[src/rtl/shift_add_mul.sv]
// shift_add_mul: iterative shift-add multiplier; start/x/y/signed_mode in, busy/done/z(product) out
module shift_add_mul #(
  parameter int WIDTH = 32
) (
  input  logic               clk,
  input  logic               rst,
  input  logic               start,
  input  logic               signed_mode,
  input  logic [WIDTH-1:0]   x,
  input  logic [WIDTH-1:0]   y,
  output logic               busy,
  output logic               done,
  output logic [2*WIDTH-1:0] z
);
  typedef enum logic [1:0] {IDLE, RUN, DONE} state_t;
  localparam int CW = $clog2(WIDTH + 1);
  state_t             r_state;
  logic [2*WIDTH-1:0] r_mcand;
  logic [2*WIDTH-1:0] r_acc;
  logic [WIDTH-1:0]   r_mplier;
  logic [CW-1:0]      r_cnt;
  logic               r_neg;
  logic [WIDTH-1:0]   w_xmag;
  logic [WIDTH-1:0]   w_ymag;
  logic               w_neg;
  always_comb begin
    w_xmag = (signed_mode && x[WIDTH-1]) ? -x : x;
    w_ymag = (signed_mode && y[WIDTH-1]) ? -y : y;
    w_neg  = signed_mode & (x[WIDTH-1] ^ y[WIDTH-1]);
  end
  assign busy = r_state == RUN;
  assign done = r_state == DONE;
  always_ff @(posedge clk or posedge rst)
    if (rst) begin
      r_state  <= IDLE;
      r_mcand  <= '0;
      r_acc    <= '0;
      r_mplier <= '0;
      r_cnt    <= '0;
      r_neg    <= 1'b0;
      z        <= '0;
    end else if (r_state == RUN) begin
      if (r_cnt == CW'(WIDTH)) begin
        r_state <= DONE;
        z       <= r_neg ? -r_acc : r_acc;
      end else begin
        r_acc    <= r_mplier[0] ? r_acc + r_mcand : r_acc;
        r_mcand  <= r_mcand << 1;
        r_mplier <= r_mplier >> 1;
        r_cnt    <= r_cnt + 1'b1;
      end
    end else if (start) begin
      r_state  <= RUN;
      r_mcand  <= {{WIDTH{1'b0}}, w_xmag};
      r_mplier <= w_ymag;
      r_neg    <= w_neg;
      r_acc    <= '0;
      r_cnt    <= '0;
    end else begin
      r_state <= IDLE;
    end
endmodule

[config.mk]
export PLATFORM = sky130hd
export DESIGN_NAME = shift_add_mul
export DESIGN_NICKNAME = d
export VERILOG_FILES = /design/src/rtl/shift_add_mul.sv
export SDC_FILE = /design/constraint.sdc
export NUM_CORES = 1
export LEC_CHECK = 0
export BUFFER_PORTS_ARGS = -buffer_cell sky130_fd_sc_hd__buf_2
export CAP_MARGIN = 5
export CORE_UTILIZATION = 50
export DETAILED_ROUTE_END_ITERATION = 8
export PLACE_DENSITY = 0.69
export RECOVER_POWER = 25
export SYNTH_ARGS = -nofsm -noshare
export SYNTH_HDL_FRONTEND = slang
export SYNTH_SLANG_ARGS = --single-unit
export TNS_END_PERCENT = 5
[constraint.sdc]
create_clock -name clk -period 16.4 [get_ports clk]
set_input_delay 2.46 -clock clk [delete_from_list [all_inputs] [get_ports clk]]
set_output_delay 2.46 -clock clk [all_outputs]
set_load 0.1 [all_outputs]
==> impl_metrics.toml <==
[sta]
tightest_slew_ns = 4.53
slew_violations = 172
slew_headroom = -2.03
setup_violations = 0
rsz0062_at_grt = "no"
final.period_utilization = 0.348
setup_tns_ns = 0
hold_violations = 0
skew_ns = 0.0204
min_period_ns = 5.71
setup_slack_ns = 10.69
hold_ws_ns = 0.470
fmax_ghz = 0.175

[route]
wl_um = 39800
drtAntennaViolNets = 0
vias = 13400
wl_met1_um = 18700
top_layer_used = "met4"
route.met2.wl_um = 18000
wl_met3_um = 2040
drc = 0
firstDrtPassIters = 5
wire_per_inst_um = 17.5
viasPerCell = 5.90
drt_iter0_markers = 970

[grt]
grt_max_degree = 107
grt_overflow = 0
track_usage = 0.260
grt_pass1_wl_um = 66000
antenna_found_initial = 3
grt_pass1_vias = 12900

[synth]
postSynth.asyncResetShare = 1.00
syn_inst = 1784
syn-cell-area_um2 = 15100
synth_edf_count = 0
syn_nets = 1921
ys.flop_type = "dfrtp_1"
yosysWarnings = 0
synth_area_per_cell_um2 = 8.46
yosysUniqueCellTypes = 67
synth-seq-area-share = 0.386
synth_seq_cells = 233

[hold_path]
hold_class = "reg2reg"

[placed_design]
place_congestion = 0.923
pre_cts_ws_ns = 10.82
portBuffers = 133
dp_hpwl_um = 28000

[clocking]
clk_pin_slew_ns = 0.06
cts_hold_buf = 0
clkSinkCount = 233
ctsRootBufferMaster = "clkbuf_16"
postCtsSetupBuffers = 0
clk_latency_ns = 0.56
cts_resized = 0
cts_inserted_buffers = 27
tritoncts = "yes"
htree_levels = 1
clk_path_buf_depth = 3

[worst_setup_path]
crit_fanout = 98
end_kind = "async pin"
worstPathArrival_ns = 6.22
critPathLaunchType = "input pin"
crit_type = "in2async"
critical_path_required_ns = 16.90

[power_and_ir_drop]
power.density_nw_per_um2 = 223
p_leak_nw = 7.56
vdd.ir_drop.worst_v = 0.000144

[die]
core_area_um2 = 29600
num_rows = 63
start_util = 0.509
die_w_um = 176
dieArea_um2 = 30900
ios = 134
die_height_um = 176

[cells_and_area]
area.growth.synth_to_final_pct = 12.0
n_fill_cell = 2784
layout_common_cells = "dfrtp_1 (232), o21ai_0 (216), nand2_1 (193)"
final_common_cell = "dfrtp_1"
nets = 1999
layout-drive-gt1-share = 0.115

[job]
drv_cap = 2

[outcome]
violations = "capacitance limit, slew limit"
status = "finished, violations left"
## sequential cells by signal, indices dropped and copies added, names as in the netlist
register	count
r_acc	64
r_cnt	6
r_mcand	64
r_mplier	32
r_neg	1
r_state	2
z	64
## stage by stage
step,cells,power [mW],cell area [um2],utilization
final,2277,3.77,16900,0.571
after floorplan,1784,2.66,15100,-
after global placement,2223,3.08,16000,0.539
after global routing,2273,4.05,16900,0.570
after CTS,2273,3.78,16900,0.571
after detailed placement,2223,3.12,16000,0.539
## critical path, stage by stage
cell and delay (ns):
buf_2 0.10, clkinvlp_2 2.50, buf_4 1.04
## cells by family after synthesis
family	synth area share
flip-flops	0.386
AND/OR/NAND/NOR	0.180
AO/OA/AOI/OAI	0.233
adder cells (fa/ha/maj)	0.0577
buffers and inverters	0.0350
XOR/XNOR	0.105
multiplexers	0.00340
## power by group
part / internal (mW) / switching (mW)
registers: 0.820 / 0.235
logic: 0.633 / 1.44
clock network: 0.389 / 0.253
## layer usage
| metal | vias to the layer above | global-route usage |
|---|---|---|
| met1 | 6445 | 0.364 |
| met4 | 0 | 0.0674 |
| met2 | 335 | 0.425 |
| li1 | 6592 | - |
| met3 | 60 | 0.0318 |
| met5 | - | 0 |
## worst paths after layout
kind	startpoint	to	slack (ns)	cells past startpoint
worst max register to register	r_state[1]$_DFFE_PP0P_	r_acc[27]$_DFFE_PP0P_	11.51	7
min in group asynchronous	rst	z[28]$_DFFE_PP0P_	3.31	2
max in group clk	r_state[1]$_DFFE_PP0P_	busy	10.98	3
worst min-delay path	r_neg$_DFFE_PP0P_	r_neg$_DFFE_PP0P_	0.47	2
worst min register to register	r_neg$_DFFE_PP0P_	r_neg$_DFFE_PP0P_	0.47	2
worst max-delay path	rst	r_neg$_DFFE_PP0P_	10.69	3
## cell usage after synthesis (16+ instances only)
master,n,area (um2)
xor2_1,120,1050
a22oi_1,39,293
nor3_1,20,100
dfrtp_1,233,5830
nand4_1,19,119
nand2_1,195,732
ha_1,68,851
inv_1,33,124
o21ai_0,216,1080
a21o_1,28,210
clkbuf_1,85,319
nand3_1,94,470
nor2_1,143,537
a31oi_1,16,100
a21oi_1,173,866
or4_1,19,143
o31ai_1,36,270
xnor2_1,61,534
## final cells by class
cell class	instances	area, um2	share of cell area
clock buffers	37	763	0.0451
diodes	4	10.0	0.000592
clock inverters	13	181	0.0107
well taps	390	488	0.0289
repair buffers	145	751	0.0444
flip-flops and latches	233	5830	0.345
inverters	34	129	0.00762
multi-input cells	1421	8760	0.518
Note: power is estimated with default switching activity, not from simulation.
